[src/rtl/instr_fetch_pkg.sv]
// instr_fetch_pkg
// Shared definitions for the fetch stage: error-flag bit positions,
// the fetch-slot state type and the ROM address-width derivation.
package instr_fetch_pkg;

    localparam int ERR_STK_OVF = 0;
    localparam int ERR_STK_UNF = 1;
    localparam int ERR_BAD_TGT = 2;
    localparam int ERR_MULTI   = 3;
    localparam int ERR_W       = 4;

    typedef enum logic {
        FETCH_EMPTY = 1'b0,
        FETCH_FULL  = 1'b1
    } fetch_state_t;

    // Address width for a ROM of 'depth' words; never narrower than one bit.
    function automatic int addr_width(input int depth);
        return (depth > 1) ? $clog2(depth) : 1;
    endfunction

endpackage

[src/rtl/instr_fetch_ret_stack.sv]
// ret_stack
// Return-address LIFO of SDEPTH entries, AW bits each.
// Ports:
//   clk, rst  - clock, asynchronous active-low reset (empties the stack)
//   push, din - write din on top; ignored when full
//   pop       - discard top entry; ignored when empty
//   top       - current top entry (0 when empty)
//   full      - SDEPTH entries held
//   empty     - no entries held
module ret_stack #(
    parameter int SDEPTH = 4,
    parameter int AW     = 3
) (
    input  logic          clk,
    input  logic          rst,
    input  logic          push,
    input  logic          pop,
    input  logic [AW-1:0] din,
    output logic [AW-1:0] top,
    output logic          full,
    output logic          empty
);

    localparam int SPW = $clog2(SDEPTH + 1);

    logic [SPW-1:0] sp;
    logic [AW-1:0]  mem [SDEPTH];

    assign full  = (sp == SPW'(SDEPTH));
    assign empty = (sp == '0);

    always_ff @(posedge clk or negedge rst) begin
        if (!rst) begin
            sp <= '0;
        end else if (push && !full) begin
            sp <= sp + SPW'(1);
        end else if (pop && !empty) begin
            sp <= sp - SPW'(1);
        end
    end

    // Entry contents need no reset: sp alone decides what is live.
    always_ff @(posedge clk) begin
        for (int i = 0; i < SDEPTH; i++) begin
            if (push && !full && (sp == SPW'(i))) begin
                mem[i] <= din;
            end
        end
    end

    always_comb begin
        top = '0;
        for (int i = 0; i < SDEPTH; i++) begin
            if (sp == SPW'(i + 1)) begin
                top = mem[i];
            end
        end
    end

endmodule

[src/rtl/instr_fetch.sv]
// instr_fetch
// Program counter and fetch stage. Drives the instruction ROM address
// combinationally from this cycle's decision so redirects cost no bubble;
// the ROM's registered read returns the word on the next edge.
// Ports:
//   clk, rst     - clock, asynchronous active-low reset
//   addr         - ROM read address (combinational)
//   data         - ROM read data, one cycle after addr
//   instr, pc    - fetched word and its address, to the decoder
//   valid, ready - fetch/decoder handshake
//   jmp/cal/ret  - redirect requests, honoured only on accept
//   tgt          - jump/call target
//   err          - sticky {multi_redirect, bad_tgt, stk_unf, stk_ovf}
module instr_fetch
    import instr_fetch_pkg::*;
#(
    parameter int  NADDRE = 8,
    parameter int  NBDATA = 12,
    parameter int  SDEPTH = 4,
    localparam int AW     = addr_width(NADDRE)
) (
    input  logic              clk,
    input  logic              rst,
    output logic [AW-1:0]     addr,
    input  logic [NBDATA-1:0] data,
    output logic [NBDATA-1:0] instr,
    output logic [AW-1:0]     pc,
    output logic              valid,
    input  logic              ready,
    input  logic              jmp,
    input  logic              cal,
    input  logic              ret,
    input  logic [AW-1:0]     tgt,
    output logic [ERR_W-1:0]  err
);

    localparam int AWX = AW + 1;

    fetch_state_t     state;
    logic [AW-1:0]    nxt;
    logic [AW-1:0]    tgt_eff;
    logic             tgt_ok;
    logic             accept;
    logic             push;
    logic             pop;
    logic [AW-1:0]    stk_top;
    logic             stk_full;
    logic             stk_empty;
    logic [ERR_W-1:0] err_set;

    assign accept  = (state == FETCH_FULL) && ready;
    assign nxt     = (pc == AW'(NADDRE - 1)) ? '0 : pc + AW'(1);
    assign tgt_ok  = ({1'b0, tgt} < AWX'(NADDRE));
    assign tgt_eff = tgt_ok ? tgt : '0;

    // Redirect decision; priority ret > cal > jmp. Outside an accept the
    // address stays on pc so the ROM re-reads the same word.
    always_comb begin
        addr    = pc;
        push    = 1'b0;
        pop     = 1'b0;
        err_set = '0;
        if (!rst) begin
            addr = '0;
        end else if (accept) begin
            if (ret) begin
                if (stk_empty) begin
                    addr                 = nxt;
                    err_set[ERR_STK_UNF] = 1'b1;
                end else begin
                    addr = stk_top;
                    pop  = 1'b1;
                end
            end else if (cal) begin
                addr                 = tgt_eff;
                push                 = 1'b1;
                err_set[ERR_BAD_TGT] = !tgt_ok;
                err_set[ERR_STK_OVF] = stk_full;
            end else if (jmp) begin
                addr                 = tgt_eff;
                err_set[ERR_BAD_TGT] = !tgt_ok;
            end else begin
                addr = nxt;
            end
            err_set[ERR_MULTI] = (ret & cal) | (ret & jmp) | (cal & jmp);
        end
    end

    always_ff @(posedge clk or negedge rst) begin
        if (!rst) begin
            pc    <= '0;
            state <= FETCH_EMPTY;
            err   <= '0;
        end else begin
            pc    <= addr;
            state <= FETCH_FULL;
            err   <= err | err_set;
        end
    end

    assign valid = (state == FETCH_FULL);
    assign instr = data;

    ret_stack #(
        .SDEPTH (SDEPTH),
        .AW     (AW)
    ) u_ret_stack (
        .clk   (clk),
        .rst   (rst),
        .push  (push),
        .pop   (pop),
        .din   (nxt),
        .top   (stk_top),
        .full  (stk_full),
        .empty (stk_empty)
    );

endmodule

[config.mk]
export PLATFORM = sky130hd
export DESIGN_NAME = instr_fetch
export DESIGN_NICKNAME = d
export VERILOG_FILES = /design/src/rtl/instr_fetch_pkg.sv /design/src/rtl/instr_fetch_ret_stack.sv /design/src/rtl/instr_fetch.sv
export SDC_FILE = /design/constraint.sdc
export NUM_CORES = 1
export LEC_CHECK = 0
export CAP_MARGIN = 10
export CORE_UTILIZATION = 40
export DETAILED_ROUTE_END_ITERATION = 6
export GPL_TIMING_DRIVEN = 0
export HOLD_SLACK_MARGIN = 0.12
export PLACE_DENSITY = 0.75
export SLEW_MARGIN = 20
export SYNTH_ARGS = -nofsm -noshare
export SYNTH_HDL_FRONTEND = slang
export SYNTH_SLANG_ARGS = --single-unit
export TNS_END_PERCENT = 30
[constraint.sdc]
create_clock -name clk -period 1.9 [get_ports clk]
set_input_delay 0.19 -clock clk [delete_from_list [all_inputs] [get_ports clk]]
set_output_delay 0.19 -clock clk [all_outputs]
set_load 0.01 [all_outputs]
==> results.ini <==
[global_route]
antenna_found_initial=0
grt_max_degree=14
gr-usage-all-layers_pct=17.7
grt-ovfl-total=0
first_global_vias=977
grt_pass1_wl_microns=4600

[power_and_ir_drop]
peakVddDrop_uv=780
power.leakage_nw=0.756
p_per_area_nw_per_um2=1110
finalPower_w=0.00203

[detailed_routing]
drc=0
viasPerCell=5.02
ant_nets=0
routed_wl_microns=2910
initialDrtViolationCount=18
via_count=1009
firstDrtPassIters=4
avgRoutedWirePerCell_microns=14.5

[sta]
hold_slack_ns=0.259
rsz0062_at_grt=yes
timing.fmax_mhz=431
finalCritPeriodShare_pct=122
maxSlewViolCount=0
worst_clock_skew_ns=0.00235
fin_crit_ns=2.32
setup_viol=3
hold_viol=0
finalSetupTns_ns=-0.991
timing.final.ws_setup_ns=-0.420

[worst_setup_path]
cp.required_ns=1.71
crit_start=u_ret_stack.sp[0]
critPathArrivalTime_ns=2.13
timing.rr.end=u_ret_stack.mem[3][2]
start_kind=flip-flop
path_class=flip-flop to primary output
reg2reg_from=u_ret_stack.sp[1]
cp-endpoint=addr[0]
crit_path_end_kind=primary output
r2r_cells=7
ff2ff_setup_slack_ns=0.10
worstPathMaxFanout=5

[layout]
final_core_util_pct=59.9
fin_nets=187
area_delta_synth_final_pct=41.9
n_antenna_cell=0
drive_gt1_share_pct=35.0

[clock_network]
cts_tree=yes
htreeDepth=1
clk_pin_slew_ns=0.13
insertion_delay_ns=0.31
clkSinkCount=22
cts_root_buffer=clkbuf_4
cts_made_buffers=3
clk_path_buf_depth=2

[synthesis]
yosys_warnings=0
synth_commonest_cells=buf_4, edfxtp_1, dfrtp_1, nand2_1, ha_1
synthArstFlopShare_pct=45.5
syn-instance-count=114
synth_seq_cells=22
ys_seq_area_share_pct=47.4
synth-edff-count=12
synth_most_common_cell=buf_4
avgSynthCellArea_sq_um=11.3
synth.cell_area_sq_um=1290
synth_top_area_share_pct=28.0
synth.distinct_cells=38
synth-main-ff-cell=edfxtp_1
synth.largest_area_cell=edfxtp_1
netlist_top_cells_area=edfxtp_1, dfrtp_1, ha_1
synth_nets=143

[floorplan]
io_pins=44
die-area_sq_um=3450
core_area_sq_um=3050
initial_utilization_pct=42.2
die_y_microns=58.8
num_rows=20
die_w_microns=58.8

[placement]
place_hpwl_microns=2100
io_buffers=29
routabilityCongestion=0.828
dpl_worst_slack_ns=-0.706

[flow_run]
cap_violations=0

[run_status]
status=finished, violations left
violations=negative setup slack

[min_path]
min_path_type=primary input to flip-flop

## final cells by class
cell class | count | area [sq um]
Inverter | 4 | 17.5
Fill cell | 263 | 1220
Clock inverter | 1 | 30.0
Clock buffer | 3 | 22.5
Tap cell | 44 | 55.1
Sequential cell | 22 | 612
Timing Repair Buffer | 40 | 359
Multi-Input combinational cell | 70 | 607
Buffer | 17 | 126
## logic make-up (layout without fill, tap and decap cells)
logic type               after synthesis  after routing  share of synthesized area (%)
adder cells (fa/ha/maj)                9              9                           8.54
other                                  2              2                          0.583
XOR/XNOR                               1              1                          0.680
buffers and inverters                 22             65                           11.1
AND/OR/NAND/NOR                       32             32                           14.2
AO/OA/AOI/OAI                         20             20                           12.9
multiplexers                           6              6                           4.66
flip-flops                            22             22                           47.4
## repair_timing
action                                  in CTS  in global routing
buffers inserted                             9                  2
resized for setup                           24                  9
endpoints found under the setup margin       5                 15
hold endpoints to repair                    10                  0
hold buffers                                 1                  0
pin swaps                                    9                  8
## layout by cell type (no fill, tap or decap), types with 2 or more instances in the layout
cell / netlist / routed
clkdlybuf4s50_1: 0 / 25
buf_4: 13 / 24
edfxtp_1: 12 / 12
nand2_1: 10 / 10
dfrtp_1: 10 / 9
mux2i_1: 6 / 6
nor2_1: 6 / 5
and2_1: 5 / 4
a221oi_2: 1 / 4
nand3_1: 3 / 3
ha_1: 8 / 3
ha_2: 0 / 3
clkbuf_4: 0 / 3
buf_2: 1 / 3
inv_2: 0 / 2
clkbuf_2: 2 / 2
o31ai_1: 2 / 2
a22o_1: 2 / 2
nor3_1: 2 / 2
o21ai_0: 2 / 2
ha_4: 0 / 2
conb_1: 2 / 2
## sequential cells by signal, summed over array words and instances (netlist names)
| signal | count |
|---|---|
| u_ret_stack.sp | 3 |
| u_ret_stack.mem | 12 |
| valid | 1 |
| err | 3 |
| pc | 3 |
## worst min path at each step
stage	startpoint	end	slack, ns	cells after the start
2_1_floorplan	rst	err[0]	-0.11	0
3_3_place_gp	err[1]	err[1]	0.45	1
3_5_place_dp	err[1]	err[1]	0.46	1
4_1_cts	ret	err[1]	0.25	2
5_1_grt	ret	err[1]	0.26	2
6_report	ret	err[1]	0.26	2
## stage by stage
stage | cells | instance area, sq um
floorplan | 114 | 1290
global placement | 187 | 1640
detailed placement | 187 | 1640
CTS | 201 | 1810
global route | 201 | 1830
finish | 201 | 1830
## worst max-delay path: stages (launching register included)
cell and delay, ns:
dfrtp_1 0.40, ha_2 0.21, ha_4 0.19, nor4b_4 0.30
nand2_1 0.10, a221oi_2 0.24, o221a_1 0.25, buf_2 0.14
## power by group
part	internal (W)	switching, W
Sequential	0.000578	0.0000439
Combinational	0.000552	0.000499
Clock	0.000213	0.000147
## metal layers
layer,track usage [%],part of all wire (%)
met4,3.06,0
met2,32.6,54
met1,22.3,41
met5,0,0
met3,2.20,4.9
Note: power is estimated with default switching activity, not from simulation.
